### config.mk
export PLATFORM = sky130hd
export DESIGN_NAME = conv_window_sequencer
export DESIGN_NICKNAME = d
export VERILOG_FILES = /design/src/rtl/conv_pkg.sv /design/src/rtl/window_counter.sv /design/src/rtl/conv_window_sequencer.sv
export SDC_FILE = /design/constraint.sdc
export NUM_CORES = 1
export LEC_CHECK = 0
export CORE_ASPECT_RATIO = 0.8
export CORE_MARGIN = 4
export CORE_UTILIZATION = 50
export CTS_BUF_LIST = sky130_fd_sc_hd__clkbuf_16
export DETAILED_ROUTE_END_ITERATION = 8
export DONT_BUFFER_PORTS = 1
export PLACE_DENSITY = 0.68
export SLEW_MARGIN = 20
export SYNTH_ARGS = -nofsm -noshare
export SYNTH_HDL_FRONTEND = slang
export SYNTH_HIERARCHICAL = 1
export SYNTH_SLANG_ARGS = --single-unit
export TNS_END_PERCENT = 1
### constraint.sdc
create_clock -name clk -period 4.45 [get_ports clk]
set_clock_uncertainty 0.15 [all_clocks]
set_input_delay 0.445 -clock clk [delete_from_list [all_inputs] [get_ports clk]]
set_output_delay 0.445 -clock clk [all_outputs]
set_load 0.02 [all_outputs]
### src/rtl/conv_pkg.sv
// rtl/conv_pkg.sv - shared state encoding and float32 constants for the window sequencer
package conv_pkg;

  typedef enum logic [2:0] {
    ST_IDLE  = 3'd0,
    ST_CLEAR = 3'd1,
    ST_FEED  = 3'd2,
    ST_DRAIN = 3'd3,
    ST_EMIT  = 3'd4
  } conv_state_e;

  localparam logic [31:0] FP32_ZERO = 32'h0000_0000;
  localparam logic [31:0] FP32_ONE  = 32'h3F80_0000;

endpackage

### src/rtl/window_counter.sv
// rtl/window_counter.sv - nested tap (kx, ky) and window origin (col, row) counters
module window_counter #(
  parameter int KERNEL_SIZE = 3,
  parameter int IMG_WIDTH   = 8,
  parameter int IMG_HEIGHT  = 8
) (
  input  logic       clk,
  input  logic       reset,
  input  logic       step_tap,
  input  logic       step_window,
  output logic [7:0] kx,
  output logic [7:0] ky,
  output logic [7:0] col,
  output logic [7:0] row,
  output logic       last_tap,
  output logic       last_window
);

  localparam logic [7:0] K_LAST = 8'(KERNEL_SIZE - 1);
  localparam logic [7:0] C_LAST = 8'(IMG_WIDTH - KERNEL_SIZE);
  localparam logic [7:0] R_LAST = 8'(IMG_HEIGHT - KERNEL_SIZE);

  assign last_tap    = (kx == K_LAST) && (ky == K_LAST);
  assign last_window = (col == C_LAST) && (row == R_LAST);

  always_ff @(posedge clk) begin
    if (reset) begin
      kx  <= '0;
      ky  <= '0;
      col <= '0;
      row <= '0;
    end else begin
      // Tap counters wrap back to 0 after the last tap, ready for the next window
      if (step_tap) begin
        if (kx == K_LAST) begin
          kx <= '0;
          ky <= (ky == K_LAST) ? 8'd0 : ky + 8'd1;
        end else begin
          kx <= kx + 8'd1;
        end
      end
      if (step_window) begin
        if (col == C_LAST) begin
          col <= '0;
          row <= (row == R_LAST) ? 8'd0 : row + 8'd1;
        end else begin
          col <= col + 8'd1;
        end
      end
    end
  end

endmodule

### src/rtl/conv_window_sequencer.sv
// rtl/conv_window_sequencer.sv - feeds K x K window operands to the float MAC PE and emits per-window sums
module conv_window_sequencer
  import conv_pkg::*;
#(
  parameter int KERNEL_SIZE = 3,
  parameter int IMG_WIDTH   = 8,
  parameter int IMG_HEIGHT  = 8,
  parameter int IMG_ADDR_W  = 6,
  parameter int W_ADDR_W    = 4,
  parameter int PE_LATENCY  = 1
) (
  input  logic                  clk,
  input  logic                  reset,
  input  logic                  start,
  output logic                  busy,
  output logic                  done,
  output logic [IMG_ADDR_W-1:0] img_addr,
  input  logic [31:0]           img_data,
  output logic [W_ADDR_W-1:0]   weight_addr,
  input  logic [31:0]           weight_data,
  output logic                  pe_reset,
  output logic [31:0]           floatA,
  output logic [31:0]           floatB,
  input  logic [31:0]           pe_result,
  output logic                  out_valid,
  input  logic                  out_ready,
  output logic [31:0]           out_data,
  output logic [7:0]            out_row,
  output logic [7:0]            out_col
);

  localparam logic [7:0] DRAIN_LAST = 8'(PE_LATENCY);

  conv_state_e state;
  logic        rd_valid;
  logic [7:0]  drain_cnt;
  logic [7:0]  kx;
  logic [7:0]  ky;
  logic [7:0]  col;
  logic [7:0]  row;
  logic        last_tap;
  logic        last_window;
  logic        handshake;
  logic [IMG_ADDR_W-1:0] pix_row;
  logic [IMG_ADDR_W-1:0] pix_col;

  assign handshake = (state == ST_EMIT) && out_ready;

  window_counter #(
    .KERNEL_SIZE(KERNEL_SIZE),
    .IMG_WIDTH  (IMG_WIDTH),
    .IMG_HEIGHT (IMG_HEIGHT)
  ) u_window_counter (
    .clk        (clk),
    .reset      (reset),
    .step_tap   (state == ST_FEED),
    .step_window(handshake),
    .kx         (kx),
    .ky         (ky),
    .col        (col),
    .row        (row),
    .last_tap   (last_tap),
    .last_window(last_window)
  );

  assign pix_row     = IMG_ADDR_W'(row) + IMG_ADDR_W'(ky);
  assign pix_col     = IMG_ADDR_W'(col) + IMG_ADDR_W'(kx);
  assign img_addr    = pix_row * IMG_ADDR_W'(IMG_WIDTH) + pix_col;
  assign weight_addr = W_ADDR_W'(ky) * W_ADDR_W'(KERNEL_SIZE) + W_ADDR_W'(kx);

  assign busy      = (state != ST_IDLE);
  assign pe_reset  = (state == ST_IDLE) || (state == ST_CLEAR);
  assign out_valid = (state == ST_EMIT);

  // Outside operand slots the PE keeps accumulating, so feed it +0
  assign floatA = rd_valid ? img_data    : FP32_ZERO;
  assign floatB = rd_valid ? weight_data : FP32_ZERO;

  always_ff @(posedge clk) begin
    if (reset) begin
      state     <= ST_IDLE;
      rd_valid  <= 1'b0;
      drain_cnt <= '0;
      done      <= 1'b0;
      out_data  <= FP32_ZERO;
      out_row   <= '0;
      out_col   <= '0;
    end else begin
      rd_valid <= (state == ST_FEED);
      done     <= 1'b0;
      case (state)
        ST_IDLE: begin
          if (start) state <= ST_CLEAR;
        end
        ST_CLEAR: begin
          state <= ST_FEED;
        end
        ST_FEED: begin
          if (last_tap) begin
            state     <= ST_DRAIN;
            drain_cnt <= '0;
          end
        end
        ST_DRAIN: begin
          if (drain_cnt == DRAIN_LAST) begin
            state    <= ST_EMIT;
            out_data <= pe_result;
            out_row  <= row;
            out_col  <= col;
          end else begin
            drain_cnt <= drain_cnt + 8'd1;
          end
        end
        ST_EMIT: begin
          if (out_ready) begin
            if (last_window) begin
              state <= ST_IDLE;
              done  <= 1'b1;
            end else begin
              state <= ST_CLEAR;
            end
          end
        end
        default: state <= ST_IDLE;
      endcase
    end
  end

endmodule
==> Implementation_results.wiki <==
{| class="wikitable"
! Metric !! Value
|-
| Status || complete, no violations
|-
| Most frequent cells after synthesis || sky130_fd_sc_hd__nand2_1 (111), sky130_fd_sc_hd__dfxtp_1 (93), sky130_fd_sc_hd__and2_1 (67)
|-
| Initial antenna violation count || 11
|-
| Cell chosen for the clock root || sky130_fd_sc_hd__clkbuf_16
|-
| Number of enable flip-flop cells after synthesis || 0
|-
| Summed instance area of the synthesized netlist || 4850 µm²
|-
| CTS tree || yes
|-
| First-pass detailed-route iteration total || 5
|-
| Synthesized netlist cell count || 595
|-
| Total Routing Usage GR || a little under a quarter
|-
| Sequential element share of the synthesized area || 38.4%
|-
| Biggest area consumer among synthesized cells || sky130_fd_sc_hd__dfxtp_1
|-
| Setup slack on the worst flop-to-flop path || 1640 ps
|-
| Hold path start || reset
|-
| Mean cell area of the mapped netlist || 8.15 µm²
|-
| Post-Route Setup TNS || 0 ps
|-
| Clk network pwr share || 44.4%
|-
| Sum of internal, switching and leakage power || ~1.8 mW
|-
| Maximum capacitance violations || 0
|-
| Proportion of power drawn by combinational gates || under 10%
|-
| Commonest register cell after synthesis || sky130_fd_sc_hd__dfxtp_1
|-
| FF-to-FF Start || drain_cnt[0]
|-
| Number of non-filler instances in the completed layout || between 700 and 800
|-
| Total wire length || between 10 and 15 mm
|-
| Post-route fraction of the period consumed by the critical path || 78.1%
|-
| First-pass GRT wire length || ~21 mm
|-
| Net Switching || ~0.5 mW
|-
| Pin count of the biggest net entering global routing || between 60 and 70
|-
| Data required time of the critical path || between 3000 and 4000 ps
|-
| Share of power burned in registers || 48.5%
|-
| Int Pwr || about 1.3 mW
|-
| Avg Vias per Cell || ~5.7
|-
| Category of the most critical setup path || reg2out
|-
| F_max || ~290 MHz
|-
| Area of the core || between 9000 and 10,000 µm²
|-
| Average wire per cell in the routed design || between 15 and 20 µm
|-
| Die Span X || approximately 120 µm
|-
| Worst Setup End Kind || output pin
|-
| I/O pin count || around 230
|-
| Depth of the worst register-to-register path || 6
|-
| Worst supply voltage drop on vdd || 0.000175 V
|-
| Min Clock Period, post-route || roughly 3500 ps
|-
| Residual overflow from global routing || 0
|-
| Post-layout net count || 706
|-
| Clock Path Buffers || 2
|-
| Count of buffers added by post-CTS timing repair for setup || 0
|-
| Post-detailed-route DRC marker count || 0
|-
| Switching share of total power || about 28%
|-
| Placed wire-length estimate after detailed placement || roughly 11 mm
|-
| Endpoint with the worst hold slack || out_data[31]
|-
| Hold Path Cell Cnt || 1
|-
| Most common cell in the netlist || sky130_fd_sc_hd__nand2_1
|-
| Final hold violation count || 0
|-
| Utilization after layout || between 50% and 60%
|-
| Via count of the first global-routing pass || about 3.8k
|-
| Number of nets with antenna violations after detailed routing || 0
|-
| Distinct cell type count of the synthesized netlist || 50
|-
| DIE HEIGHT || slightly below 100 µm
|-
| Data arrival, critical path || 2880 ps
|-
| Worst slew margin || 38.3%
|-
| Share of layout cells above drive strength 1 || between 5 and 6%
|-
| Worst R2R End || drain_cnt[0]
|-
| Worst-path fanout max || 8
|-
| Cells taking the most area after synthesis || sky130_fd_sc_hd__dfxtp_1 (38%), sky130_fd_sc_hd__and2_1 (8.6%), sky130_fd_sc_hd__nand2_1 (8.6%), sky130_fd_sc_hd__a21oi_1 (6.2%), sky130_fd_sc_hd__ha_1 (5.2%)
|-
| Final-report setup violation count || 0
|-
| Clock H-tree levels || 3
|-
| Critical Path Source Type || register
|-
| Yosys warnings || 6
|-
| Total nets after synthesis || 722
|-
| Path category of the worst min-delay check || in2reg
|-
| Total vias in the final route || about 4k
|-
| PD cells || 339 nW/µm²
|-
| Max-slew violation count || 0
|-
| Num CTS Buffers || 9
|-
| Initial detailed-routing violation count || between 200 and 250
|-
| Post-synth top area share || approximately two fifths
|-
| Worst Tran Pin Value || between 900 and 1000 ps
|-
| Count of input and output buffers || 0
|-
| Async SR Flop Fraction || 0%
|-
| Number of rows in the core area || 31
|-
| Total instance count after detailed placement || between 600 and 700
|-
| Clock Sinks || 93
|-
| Unrepaired setup endpoints after global routing || no
|-
| GP Congestion || 0.918
|-
| Flops & latches, synth || between 90 and 100
|-
| Layout Area Growth over Synthesis || 8.08%
|-
| Clock transition at the registers of the reported paths || approximately 80 ps
|-
| Leak Pwr || ~1.9 nW
|-
| Initial core utilization || a little over half
|-
| Insertion delay of the later-clocked pin in the worst-skew pair || ~350 ps
|-
| Die area || about 11,000 µm²
|}
routing by layer:
layer,share of wire (%),vias up,track usage [%],wire (µm)
met4,3.4,0,12.6,471
met3,8.5,23,9.22,1190
met1,37,1880,24.9,5240
li1,-,1952,-,-
met5,0,-,0,0
met2,51,162,41.5,7100
cell usage in the layout (no fill, tap or decap), drive strengths merged, types with 10 or more instances in the layout:
cell type / count
a21oi: 61
and2: 67
dfxtp: 93
diode: 11
ha: 20
inv: 31
nand2: 112
nand3: 12
nand4: 13
nor2: 40
or3: 10
xnor2: 21
xor2: 16
sequential cells by signal (all words and copies together) (netlist names):
signal	cells
out_data	32
drain_cnt	8
out_col	8
out_row	8
u_window_counter/col	8
u_window_counter/kx	8
u_window_counter/ky	8
u_window_counter/row	8
state	3
done	1
rd_valid	1
power by group through the flow:
stage               clock network, mW  registers [mW]  logic [mW]
finish                          0.787           0.860       0.127
global route                    0.835           0.864       0.136
CTS                             0.803           0.860       0.125
detailed placement                  0           0.879       0.124
global placement                    0           0.878       0.123
floorplan                           0           0.865       0.126
area by class of cell:
class                      count  area [µm²]
clock inverter                 7        88.8
inverter                      27         101
antenna                       11        27.5
multi-input combinational    445        2760
sequential                    93        1860
timing repair buffer           3        27.5
fill                         882        4030
tap                          115         144
clock buffer                   9         225
per-stage QoR:
stage	hold WS [ps]	instance area [µm²]	setup slack [ps]
2_1_floorplan	309	4850	1510
3_3_place_gp	339	4880	1410
5_1_grt	0.243	5230	848
4_1_cts	0.510	5190	973
6_report	8.64	5240	975
3_5_place_dp	343	4880	1380
kinds of logic (layout without fill, tap and decap cells):
| kind of cell | count (synthesis) | after routing | synth area share (%) |
|---|---|---|---|
| xor+xnor | 37 | 37 | 6.69 |
| other cells | 0 | 11 | 0 |
| buf+inv | 57 | 46 | 4.72 |
| fa+ha+maj | 27 | 27 | 8.05 |
| compound gates | 87 | 87 | 10.0 |
| flops | 93 | 93 | 38.4 |
| simple gates | 294 | 294 | 32.1 |
how the worst max path moves through the flow:
| stage | startpoint | end | slack, ps | cells after the start |
|---|---|---|---|---|
| after CTS | u_window_counter/row[0] | img_addr[5] | 970 | 8 |
| after global routing | u_window_counter/row[0] | img_addr[5] | 850 | 8 |
| after global placement | u_window_counter/row[0] | img_addr[5] | 1410 | 8 |
| after detailed placement | u_window_counter/row[0] | img_addr[5] | 1380 | 8 |
| final | u_window_counter/row[0] | img_addr[5] | 970 | 8 |
| after floorplan | u_window_counter/row[0] | img_addr[5] | 1510 | 8 |
critical path, stage by stage (launching register included):
cell	delay (ps)
sky130_fd_sc_hd__dfxtp_1	510
sky130_fd_sc_hd__ha_1	210
sky130_fd_sc_hd__inv_1	50
sky130_fd_sc_hd__fa_1	470
sky130_fd_sc_hd__inv_1	50
sky130_fd_sc_hd__fa_1	430
sky130_fd_sc_hd__ha_1	320
sky130_fd_sc_hd__a21oi_1	80
sky130_fd_sc_hd__xnor2_1	420
what timing repair did:
action | in CTS | in global routing
hold buffers | 0 | 2
resized for setup | 0 | 0
hold endpoints to repair | 0 | 7
No activity file was read; power rests on OpenSTA's default activity.
